$ cat src/rtl/pattern_ctrl_pkg.sv
// Shared definitions for the pattern apply controller.
//   state_e     : sequencer FSM states
//   MODE_COUNT  : binary up-count pattern source
//   MODE_LFSR   : maximal-length Fibonacci LFSR pattern source
//   lfsr_taps() : feedback tap mask for a given LFSR width (0 = no LFSR available)
package pattern_ctrl_pkg;

  typedef enum logic [2:0] {
    ST_IDLE,
    ST_APPLY,
    ST_SETTLE,
    ST_CAPTURE,
    ST_DONE
  } state_e;

  localparam logic MODE_COUNT = 1'b0;
  localparam logic MODE_LFSR  = 1'b1;

  // Tap masks for a shift-left Fibonacci LFSR whose feedback bit is the XOR of the
  // masked state bits. Widths without an entry return 0 and the generator falls back
  // to counting; width 1 has no maximal-length LFSR at all.
  function automatic logic [31:0] lfsr_taps(input int width);
    case (width)
      2:       return 32'h0000_0003;
      3:       return 32'h0000_0006;
      4:       return 32'h0000_000C;
      5:       return 32'h0000_0014;
      6:       return 32'h0000_0030;
      7:       return 32'h0000_0060;
      8:       return 32'h0000_00B8;
      default: return 32'h0000_0000;
    endcase
  endfunction

endpackage

$ cat src/rtl/pattern_apply_ctrl_pat_gen.sv
// Pattern generator: binary up-counter or maximal-length LFSR.
//   clk, rst_n : clock, asynchronous active-low reset
//   seed_i     : load seed (0 for count, all-ones for LFSR) and latch mode_i
//   adv_i      : step to the next pattern using the latched mode
//   mode_i     : MODE_COUNT / MODE_LFSR, sampled only with seed_i
//   next_o     : value the generator holds after this edge (lets the caller
//                register the new pattern on the same edge it seeds/advances)
module pat_gen
  import pattern_ctrl_pkg::*;
#(
  parameter int PAT_W = 2
) (
  input  logic             clk,
  input  logic             rst_n,
  input  logic             seed_i,
  input  logic             adv_i,
  input  logic             mode_i,
  output logic [PAT_W-1:0] next_o
);

  localparam logic [PAT_W-1:0] TAPS    = PAT_W'(lfsr_taps(PAT_W));
  localparam bit               LFSR_OK = (TAPS != '0);

  logic             mode_q;
  logic [PAT_W-1:0] value_q;
  logic [PAT_W-1:0] value_d;
  logic [PAT_W-1:0] lfsr_step;

  if (PAT_W > 1) begin : g_shift
    assign lfsr_step = {value_q[PAT_W-2:0], ^(value_q & TAPS)};
  end else begin : g_noshift
    assign lfsr_step = value_q;
  end

  // NOTE: every variable written in always_comb gets a default first, so no path
  // leaves it unassigned and no latch is inferred.
  always_comb begin
    value_d = value_q;
    if (seed_i) begin
      value_d = (mode_i == MODE_LFSR && LFSR_OK) ? '1 : '0;
    end else if (adv_i) begin
      value_d = (mode_q == MODE_LFSR && LFSR_OK) ? lfsr_step : value_q + PAT_W'(1);
    end
  end

  // NOTE: sequential state uses non-blocking assignments so all registers update
  // together from pre-edge values, independent of statement order.
  always_ff @(posedge clk or negedge rst_n) begin
    if (!rst_n) begin
      mode_q  <= MODE_COUNT;
      value_q <= '0;
    end else begin
      if (seed_i) mode_q <= mode_i;
      value_q <= value_d;
    end
  end

  assign next_o = value_d;

endmodule

$ cat src/rtl/pattern_apply_ctrl.sv
// Stimulus sequencer for fault-sim unit benches. For each of num_pat patterns it
// drives pat_out, waits SETTLE cycles, then compares resp_in against exp_in,
// counting mismatches and remembering the first failing index.
//   clk, rst_n  : clock, asynchronous active-low reset (aborts a run, no done)
//   start       : run request, honoured only in IDLE
//   mode        : 0 count / 1 LFSR patterns, latched at start
//   num_pat     : number of patterns, latched at start
//   resp_in     : DUT response, sampled in CAPTURE only
//   exp_in      : golden response, sampled in CAPTURE only
//   pat_out     : stimulus to the DUT, valid from the APPLY cycle on
//   pat_idx     : index of the pattern currently applied
//   busy        : high in APPLY / SETTLE / CAPTURE
//   done        : one-cycle pulse in the DONE state
//   fail_cnt    : saturating mismatch count of the last run
//   first_fail  : index of the first mismatch (meaningful when fail_flag)
//   fail_flag   : at least one mismatch in the last run
module pattern_apply_ctrl
  import pattern_ctrl_pkg::*;
#(
  parameter int PAT_W  = 2,
  parameter int RESP_W = 1,
  parameter int SETTLE = 2,
  parameter int CNT_W  = 8
) (
  input  logic              clk,
  input  logic              rst_n,
  input  logic              start,
  input  logic              mode,
  input  logic [CNT_W-1:0]  num_pat,
  input  logic [RESP_W-1:0] resp_in,
  input  logic [RESP_W-1:0] exp_in,
  output logic [PAT_W-1:0]  pat_out,
  output logic [CNT_W-1:0]  pat_idx,
  output logic              busy,
  output logic              done,
  output logic [CNT_W-1:0]  fail_cnt,
  output logic [CNT_W-1:0]  first_fail,
  output logic              fail_flag
);

  localparam int               SC_W        = (SETTLE > 1) ? $clog2(SETTLE) : 1;
  localparam logic [SC_W-1:0]  SETTLE_LOAD = SC_W'((SETTLE > 0) ? SETTLE - 1 : 0);

  state_e            state_q;
  logic [SC_W-1:0]   settle_cnt_q;
  logic [CNT_W-1:0]  num_pat_q;
  logic [PAT_W-1:0]  pat_out_q;
  logic [CNT_W-1:0]  pat_idx_q;
  logic              busy_q;
  logic              done_q;
  logic [CNT_W-1:0]  fail_cnt_q;
  logic [CNT_W-1:0]  first_fail_q;
  logic              fail_flag_q;

  logic              gen_seed;
  logic              gen_adv;
  logic [PAT_W-1:0]  gen_next;
  logic              last_pat;
  logic              mismatch;

  assign last_pat = (pat_idx_q == num_pat_q - CNT_W'(1));
  assign mismatch = (resp_in != exp_in);
  assign gen_seed = (state_q == ST_IDLE) && start;
  assign gen_adv  = (state_q == ST_CAPTURE) && !last_pat;

  pat_gen #(
    .PAT_W (PAT_W)
  ) u_pat_gen (
    .clk    (clk),
    .rst_n  (rst_n),
    .seed_i (gen_seed),
    .adv_i  (gen_adv),
    .mode_i (mode),
    .next_o (gen_next)
  );

  // Outputs are registered alongside the state transition, so each output
  // changes on the same edge that enters the state it describes.
  always_ff @(posedge clk or negedge rst_n) begin
    if (!rst_n) begin
      state_q      <= ST_IDLE;
      settle_cnt_q <= '0;
      // NOTE: the latched run length is reset too; it is a plain register, not a
      // memory, and an unreset value would make last_pat X after power-up.
      num_pat_q    <= '0;
      pat_out_q    <= '0;
      pat_idx_q    <= '0;
      busy_q       <= 1'b0;
      done_q       <= 1'b0;
      fail_cnt_q   <= '0;
      first_fail_q <= '0;
      fail_flag_q  <= 1'b0;
    end else begin
      done_q <= 1'b0;
      case (state_q)
        ST_IDLE: begin
          if (start) begin
            num_pat_q    <= num_pat;
            pat_idx_q    <= '0;
            fail_cnt_q   <= '0;
            first_fail_q <= '0;
            fail_flag_q  <= 1'b0;
            if (num_pat == '0) begin
              state_q <= ST_DONE;
              done_q  <= 1'b1;
            end else begin
              state_q   <= ST_APPLY;
              busy_q    <= 1'b1;
              pat_out_q <= gen_next;
            end
          end
        end

        ST_APPLY: begin
          if (SETTLE == 0) begin
            state_q <= ST_CAPTURE;
          end else begin
            state_q      <= ST_SETTLE;
            settle_cnt_q <= SETTLE_LOAD;
          end
        end

        ST_SETTLE: begin
          if (settle_cnt_q == '0) state_q <= ST_CAPTURE;
          else                    settle_cnt_q <= settle_cnt_q - SC_W'(1);
        end

        ST_CAPTURE: begin
          if (mismatch) begin
            if (fail_cnt_q != '1) fail_cnt_q <= fail_cnt_q + CNT_W'(1);
            if (!fail_flag_q) begin
              first_fail_q <= pat_idx_q;
              fail_flag_q  <= 1'b1;
            end
          end
          if (last_pat) begin
            state_q <= ST_DONE;
            busy_q  <= 1'b0;
            done_q  <= 1'b1;
          end else begin
            state_q   <= ST_APPLY;
            pat_idx_q <= pat_idx_q + CNT_W'(1);
            pat_out_q <= gen_next;
          end
        end

        ST_DONE: state_q <= ST_IDLE;

        default: begin
          state_q <= ST_IDLE;
          busy_q  <= 1'b0;
        end
      endcase
    end
  end

  assign pat_out    = pat_out_q;
  assign pat_idx    = pat_idx_q;
  assign busy       = busy_q;
  assign done       = done_q;
  assign fail_cnt   = fail_cnt_q;
  assign first_fail = first_fail_q;
  assign fail_flag  = fail_flag_q;

endmodule
$ cat config.mk
export PLATFORM = sky130hd
export DESIGN_NAME = pattern_apply_ctrl
export DESIGN_NICKNAME = d
export VERILOG_FILES = /design/src/rtl/pattern_ctrl_pkg.sv /design/src/rtl/pattern_apply_ctrl_pat_gen.sv /design/src/rtl/pattern_apply_ctrl.sv
export SDC_FILE = /design/constraint.sdc
export NUM_CORES = 1
export LEC_CHECK = 0
export ABC_AREA = 1
export BUFFER_PORTS_ARGS = -buffer_cell sky130_fd_sc_hd__clkbuf_2
export CAP_MARGIN = 20
export CORE_ASPECT_RATIO = 1.1
export CORE_MARGIN = 5
export CORE_UTILIZATION = 35
export DETAILED_ROUTE_END_ITERATION = 8
export SYNTH_ARGS = -nofsm -noshare
export SYNTH_HDL_FRONTEND = slang
export SYNTH_SLANG_ARGS = --single-unit
$ cat constraint.sdc
create_clock -name clk -period 5.75 [get_ports clk]
set_input_delay 0.575 -clock clk [delete_from_list [all_inputs] [get_ports clk]]
set_output_delay 0.575 -clock clk [all_outputs]
set_load 0.01 [all_outputs]
======== After elaboration in Yosys (flattened, before gate mapping) ========
Cells that the tools add are included.
cells by class
  divide/modulo/power cells ............... 0
  reductions and logical operators ........ 17
  shifts and indexed selects .............. 0
  multipliers ............................. 0
  $add $sub $neg .......................... 5
  eq/ne operators ......................... 15
  mux-type cells .......................... 35
  order comparisons ....................... 0
  bitwise operators ....................... 1
operators with widths
  cell                                              number
  two-way mux 8 bit                                 6
  one-hot mux 8 bit (2 select lines)                3
  adder 8 x 1 -> 8 bit, second input constant       2
  AND reduction 4 bit                               4
  two-way mux 2 bit                                 7
  inequality test 2 bit, second input constant      7
  two-way mux 3 bit                                 4
  one-hot mux 3 bit (4 select lines)                1
  two-way mux 1 bit                                 9
  == test 8 bit                                     1
  logical NOT 8 bit                                 1
  inequality test 8 bit, second input constant      1
  subtractor 8 x 1 -> 8 bit, second input constant  1
  == test 3 x 2 -> 1 bit, second input constant     2
  one-hot mux 1 bit (2 select lines)                3
  AND reduction 3 bit                               2
  one-hot mux 2 bit (2 select lines)                1
  AND reduction 2 bit                               2
  nonzero test 2 bit                                2
  == test 3 x 1 -> 1 bit, second input constant     1
  == test 3 bit, second input constant              1
  logical NOT 3 bit                                 1
  one-hot mux 1 bit (3 select lines)                1
  OR reduction 3 bit                                1
  8 further kinds                                   9
word-level totals
  memories ................................ 0
  RAM bits ................................ 0
  output and inout bits ................... 29
  bits in registers ....................... 44
  latch bits .............................. 0
  ROM bits ................................ 0
  word-level logic and storage cells ...... 85
  input port bits ......................... 14

======== Depth between registers and ports, before layout ========
  word-level depth ........................ 9
  depth in mapped cells ................... 18
  depth with buffers taken out ............ 18

======== Modules after synthesis ========
From an unflattened synthesis, not the netlist that was laid out.
unflattened totals
  cells, all modules ...................... 322
  area total of the unflattened synthesis .. 2431.1 um2
by module, submodules not included
  module              area an instance (um2)  cells an instance  instances
  pattern_apply_ctrl  2277.2                  300                1
  pat_gen             153.9                   22                 1

======== Least setup slack after synthesis ========
OpenSTA, ideal clock, no wires.
  path kind ............................... reg-to-reg
  start ................................... reg num_pat_q[0]
  end ..................................... reg pat_idx_q[3] (netlist: pat_idx[3])
  required time ........................... 5629 ps
  slack ................................... 3933 ps
  library setup time ...................... 121 ps
  arrival time ............................ 1696 ps
  cell stages (with the launch flop) ...... 18
  path through ............................ dfrtp_1 > inv_1 > ha_1 > inv_1 > nand2_1 > nand2_1 > nand3_1 > nor2_1 > nand2_1 > nor2_2 > nand3_2 > nand2_1 > inv_2 > nand2_4 > inv_2 > buf_6 > nand2_1 > o21ai_2
on the way
  cells in the longest elaborated chain, start to end .. 4
RTL lines
  item                             line                       RTL
  start: declaration               pattern_apply_ctrl.sv:46   logic [CNT_W-1:0] num_pat_q;
  start signal: assignment         pattern_apply_ctrl.sv:98   num_pat_q <= num_pat;
  subtractor 8 x 1 -> 8 bit        pattern_apply_ctrl.sv:61   assign last_pat = (pat_idx_q == num_pat_q - CNT_W'(1));
  == test 8 bit                    pattern_apply_ctrl.sv:61
  inequality test 2 bit (no line)  n/a
  AND reduction 3 bit (no line)    n/a
  end signal: assignment           pattern_apply_ctrl.sv:142  pat_idx_q <= pat_idx_q + CNT_W'(1);
  end: declaration                 pattern_apply_ctrl.sv:48   logic [CNT_W-1:0] pat_idx_q;
Every way passes these cells.
A chain may end at the register's enable or synchronous reset.

======== Final worst setup path ========
  start ................................... reg state_q[0]
  end ..................................... reg fail_cnt_q[7] (netlist: fail_cnt[7])
on the way
  cells in the longest elaborated chain, start to end .. 3
  elaborated cells between the ends (all ways) .. 8
  those cells by class .................... eq/ne: 4; mux: 1; reduce/logical: 3
RTL lines
  item                                                                line                       RTL
  start: declaration                                                  pattern_apply_ctrl.sv:44   state_e state_q;
  start signal: assignment                                            pattern_apply_ctrl.sv:81   state_q <= ST_IDLE;
  start signal: assignment                                            pattern_apply_ctrl.sv:104  state_q <= ST_DONE;
  start signal: assignment                                            pattern_apply_ctrl.sv:107  state_q <= ST_APPLY;
  == test 3 x 2 -> 1 bit / logical NOT 3 bit (equally long branches)  pattern_apply_ctrl.sv:95   case (state_q)
  inequality test 2 x 1 -> 1 bit (no line) (tied with other cells)    n/a
  AND reduction 4 bit (no line)                                       n/a
  end signal: assignment                                              pattern_apply_ctrl.sv:130  if (fail_cnt_q != '1) fail_cnt_q <= fail_cnt_q + CNT_W'(1);
  end: declaration                                                    pattern_apply_ctrl.sv:51   logic [CNT_W-1:0] fail_cnt_q;
Several ways; a longest one is shown, not always the timed one.

==> key figures <==
Cells and area
  – Filler cells: 697
  – Nets: 366
  – Synthesis-to-finish area growth: 16.6%
  – Layout Utilization: 0.418
  – Commonest non-fill, non-tap cell in the layout: nand2_1
  – Most frequent cells in the layout: nand2_1 (91), dfrtp_1 (44), clkbuf_2 (42)
  – N_diodes: 0
  – Share of post-route cells with drive strength above 1: 0.203

Routing
  – Via count: 2041
  – Iter 0 DRT Violations: 88
  – DR WL/cell: 12.5 um
  – DRT Pass-1 Iters: 4
  – Remaining DRCs: 0
  – Vias per cell: 4.72
  – Post-Route WL: 5410 um
  – ANT nets after route: 0

Logic synthesis
  – Syn_nets: about 320
  – Mapped cell area: 2360 um^2
  – Mapped Cells: 305
  – Syn_area_per_cell: 7.74 um^2
  – Yosys cell types: 32
  – Yosys warning count: 0
  – Sequential fraction of the synthesis area: 0.466
  – Register bit total from synthesis: 44

Place
  – PortBufs: between 40 and 50
  – Dpl ws: 3.01 ns
  – GPL Wtd Cong: ~0.86
  – DP HPWL: 4290 um

GRT
  – Total global routing overflow: 0
  – Global-route wire length before repair: 9280 um
  – Number of global-route vias before repair: 2072
  – Initial antenna violation count: 0
  – Largest net degree at the start of global routing: 27
  – GRT Total Usage: 0.139

Power and ir drop
  – Pint: roughly 0.0007 W
  – Clock network power share: 0.163
  – Static Leak: 1.44 nW
  – Peak supply drop: approximately 220 uV
  – Pwr Total: 0.00125 W
  – Net switching power: around 0.00056 W
  – P per Cell Area: 453 nW/um^2
  – Switch share: 0.446
  – Logic pwr share: 0.452
  – Sequential power share: 0.386

CTS
  – Skew-Pair Late Insertion Delay: ~0.29 ns
  – Post-CTS sizing: 0
  – Sink Count: 44
  – Setup Fix Bufs, Post-CTS: 0
  – Hold buffers post-CTS: 0
  – CTS clock-pin slew for the worst setup and hold paths: approximately 0.080 ns
  – CTS Buffer Depth: 2
  – CTS tree: done
  – H-tree Lvls: 2
  – CTS Root Cell: clkbuf_8
  – Total clock buffers created by CTS: 5

Setup path
  – CP top delay family: simple AND/OR/NAND/NOR gates
  – CP arrival: 2.87 ns
  – CP Max Fanout: 23
  – Buf/Inv on CP: 1
  – Worst path slowest cell: nor2_2
  – Worst path cell trace: nor2_1 -> nand2_1 -> nor2_2 -> inv_1 -> nand2_2 -> nand2_1 -> nor2_1 -> nand2_1 -> nor2_1 -> nor3b_2
  – Worst Setup SP: state_q[0]$_DFFE_PN0P_
  – Crit. End Element: register
  – Startpoint Class: register
  – CP required: 5.91 ns
  – Startpoint of the worst-slack reg-to-reg timing path: state_q[0]$_DFFE_PN0P_
  – Crit Path Class: reg2reg
  – Slowest stage delay, CP: approximately 0.66 ns

Die
  – Die area: 8490 um^2
  – Die Ht: 96.1 um
  – I/O Pins: 43
  – Std-Cell Rows: 31
  – Core area: 6590 um^2
  – Die width: 88.3 um
  – Initial core utilization: 0.358

Outcome
  – Outcome: finished, final reports clean

STA
  – Setup ws final: 3.03 ns
  – Final setup TNS: 0 ns
  – Period utilization: 0.473
  – Minimum clock period: 2.72 ns
  – Final hold violations: 0
  – Worst slew pin tran: 0.821 ns
  – Max Transition Viols Final: 0
  – Clk_skew: about 0.0054 ns
  – Slew HR: 0.452
  – Setup violations, final: 0
  – F_max: 0.368 GHz
  – Unrepaired setup endpoints after global routing: no

Hold path
  – Hold/Removal Path Class: in2async

Flow run
  – Maxcap violations: 0
==> path summary, 6_finish.rpt <==
| path | to | slack [ns] | cells past startpoint |
|---|---|---|---|
| hold reg to reg | pat_out[0]$_DFFE_PN0P_ | 0.49 | 2 |
| setup reg to reg | fail_cnt[7]$_DFFE_PN0P_ | 3.03 | 10 |
| max in group asynchronous | num_pat_q[1]$_DFFE_PN0P_ | 5.00 | 2 |
| min in group clk | pat_out[0]$_DFFE_PN0P_ | 0.49 | 2 |
| hold / removal | first_fail[2]$_DFFE_PN0P_ | 0.23 | 1 |
| setup / recovery | fail_cnt[7]$_DFFE_PN0P_ | 3.03 | 10 |
==> sequential cells by signal (all words and copies together) (netlist names) <==
name and cells:
pat_out 2, num_pat_q 8, u_pat_gen.value_q 2, u_pat_gen.mode_q 1, first_fail 8, fail_flag 1
fail_cnt 8, done 1, settle_cnt_q 1, pat_idx 8, state_q 3, busy 1
==> through the flow <==
step           instance area (um^2)  hold WS (ns)  cells
4_1_cts                        2750         0.247    432
2_1_floorplan                  2360         0.279    305
6_report                       2750         0.230    432
5_1_grt                        2750         0.259    432
3_5_place_dp                   2660         0.465    424
3_3_place_gp                   2640         0.468    423
==> cell usage after synthesis <==
cell | number | area, um^2
nand3_1 | 22 | 110
nor3b_1 | 2 | 15.0
xor2_1 | 7 | 61.3
inv_1 | 34 | 128
o21bai_1 | 1 | 7.51
and2_1 | 1 | 6.26
nor4_1 | 2 | 12.5
buf_1 | 1 | 3.75
nor3b_2 | 1 | 12.5
or2_0 | 1 | 6.26
a32o_1 | 1 | 10.0
buf_6 | 1 | 11.3
nand2_1 | 91 | 342
clkbuf_1 | 3 | 11.3
buf_4 | 1 | 7.51
nand2_2 | 2 | 12.5
inv_2 | 4 | 15.0
o22ai_1 | 1 | 6.26
nand4_1 | 2 | 12.5
ha_1 | 3 | 37.5
o21ai_2 | 6 | 52.6
o21ai_1 | 1 | 5.00
dfrtp_1 | 44 | 1100
nor3_1 | 4 | 20.0
nor2_2 | 5 | 31.3
o21ai_0 | 20 | 100
nor2_1 | 27 | 101
nand3_2 | 2 | 20.0
a21oi_1 | 8 | 40.0
xnor2_1 | 4 | 35.0
o21a_1 | 2 | 15.0
nand2_4 | 1 | 11.3
==> cell families after synthesis <==
| kind of cell | after synthesis | share of synthesized area |
|---|---|---|
| simple gates | 163 | 0.302 |
| fa+ha+maj | 3 | 0.0159 |
| buf+inv | 44 | 0.0747 |
| xor+xnor | 11 | 0.0408 |
| compound gates | 40 | 0.100 |
| flops | 44 | 0.466 |
==> cell type report <==
type	count	area, um^2	area share
clock buffers	7	86.3	0.0313
clock inverters	1	7.51	0.00273
flip-flops and latches	44	1100	0.400
repair buffers	43	230	0.0836
well taps	82	103	0.0373
inverters	38	143	0.0518
multi-input cells	217	1080	0.393
==> power groups by stage <==
| stage | Sequential, W | Clock [W] | Combinational, W |
|---|---|---|---|
| final | 0.000481 | 0.000203 | 0.000564 |
| after global routing | 0.000495 | 0.000223 | 0.000655 |
| after CTS | 0.000483 | 0.000210 | 0.000571 |
| after detailed placement | 0.000489 | 0 | 0.000567 |
| after global placement | 0.000485 | 0 | 0.000563 |
| after floorplan | 0.000489 | 0 | 0.000413 |
==> layer usage <==
metal	vias to the layer above	wire length, um	global-route usage
met1	947	2550	0.174
met3	5	297	0.0411
met5	-	0	0
met2	34	2510	0.233
li1	1055	-	-
met4	0	59	0.0353
Power figures use the tool's default switching activity.
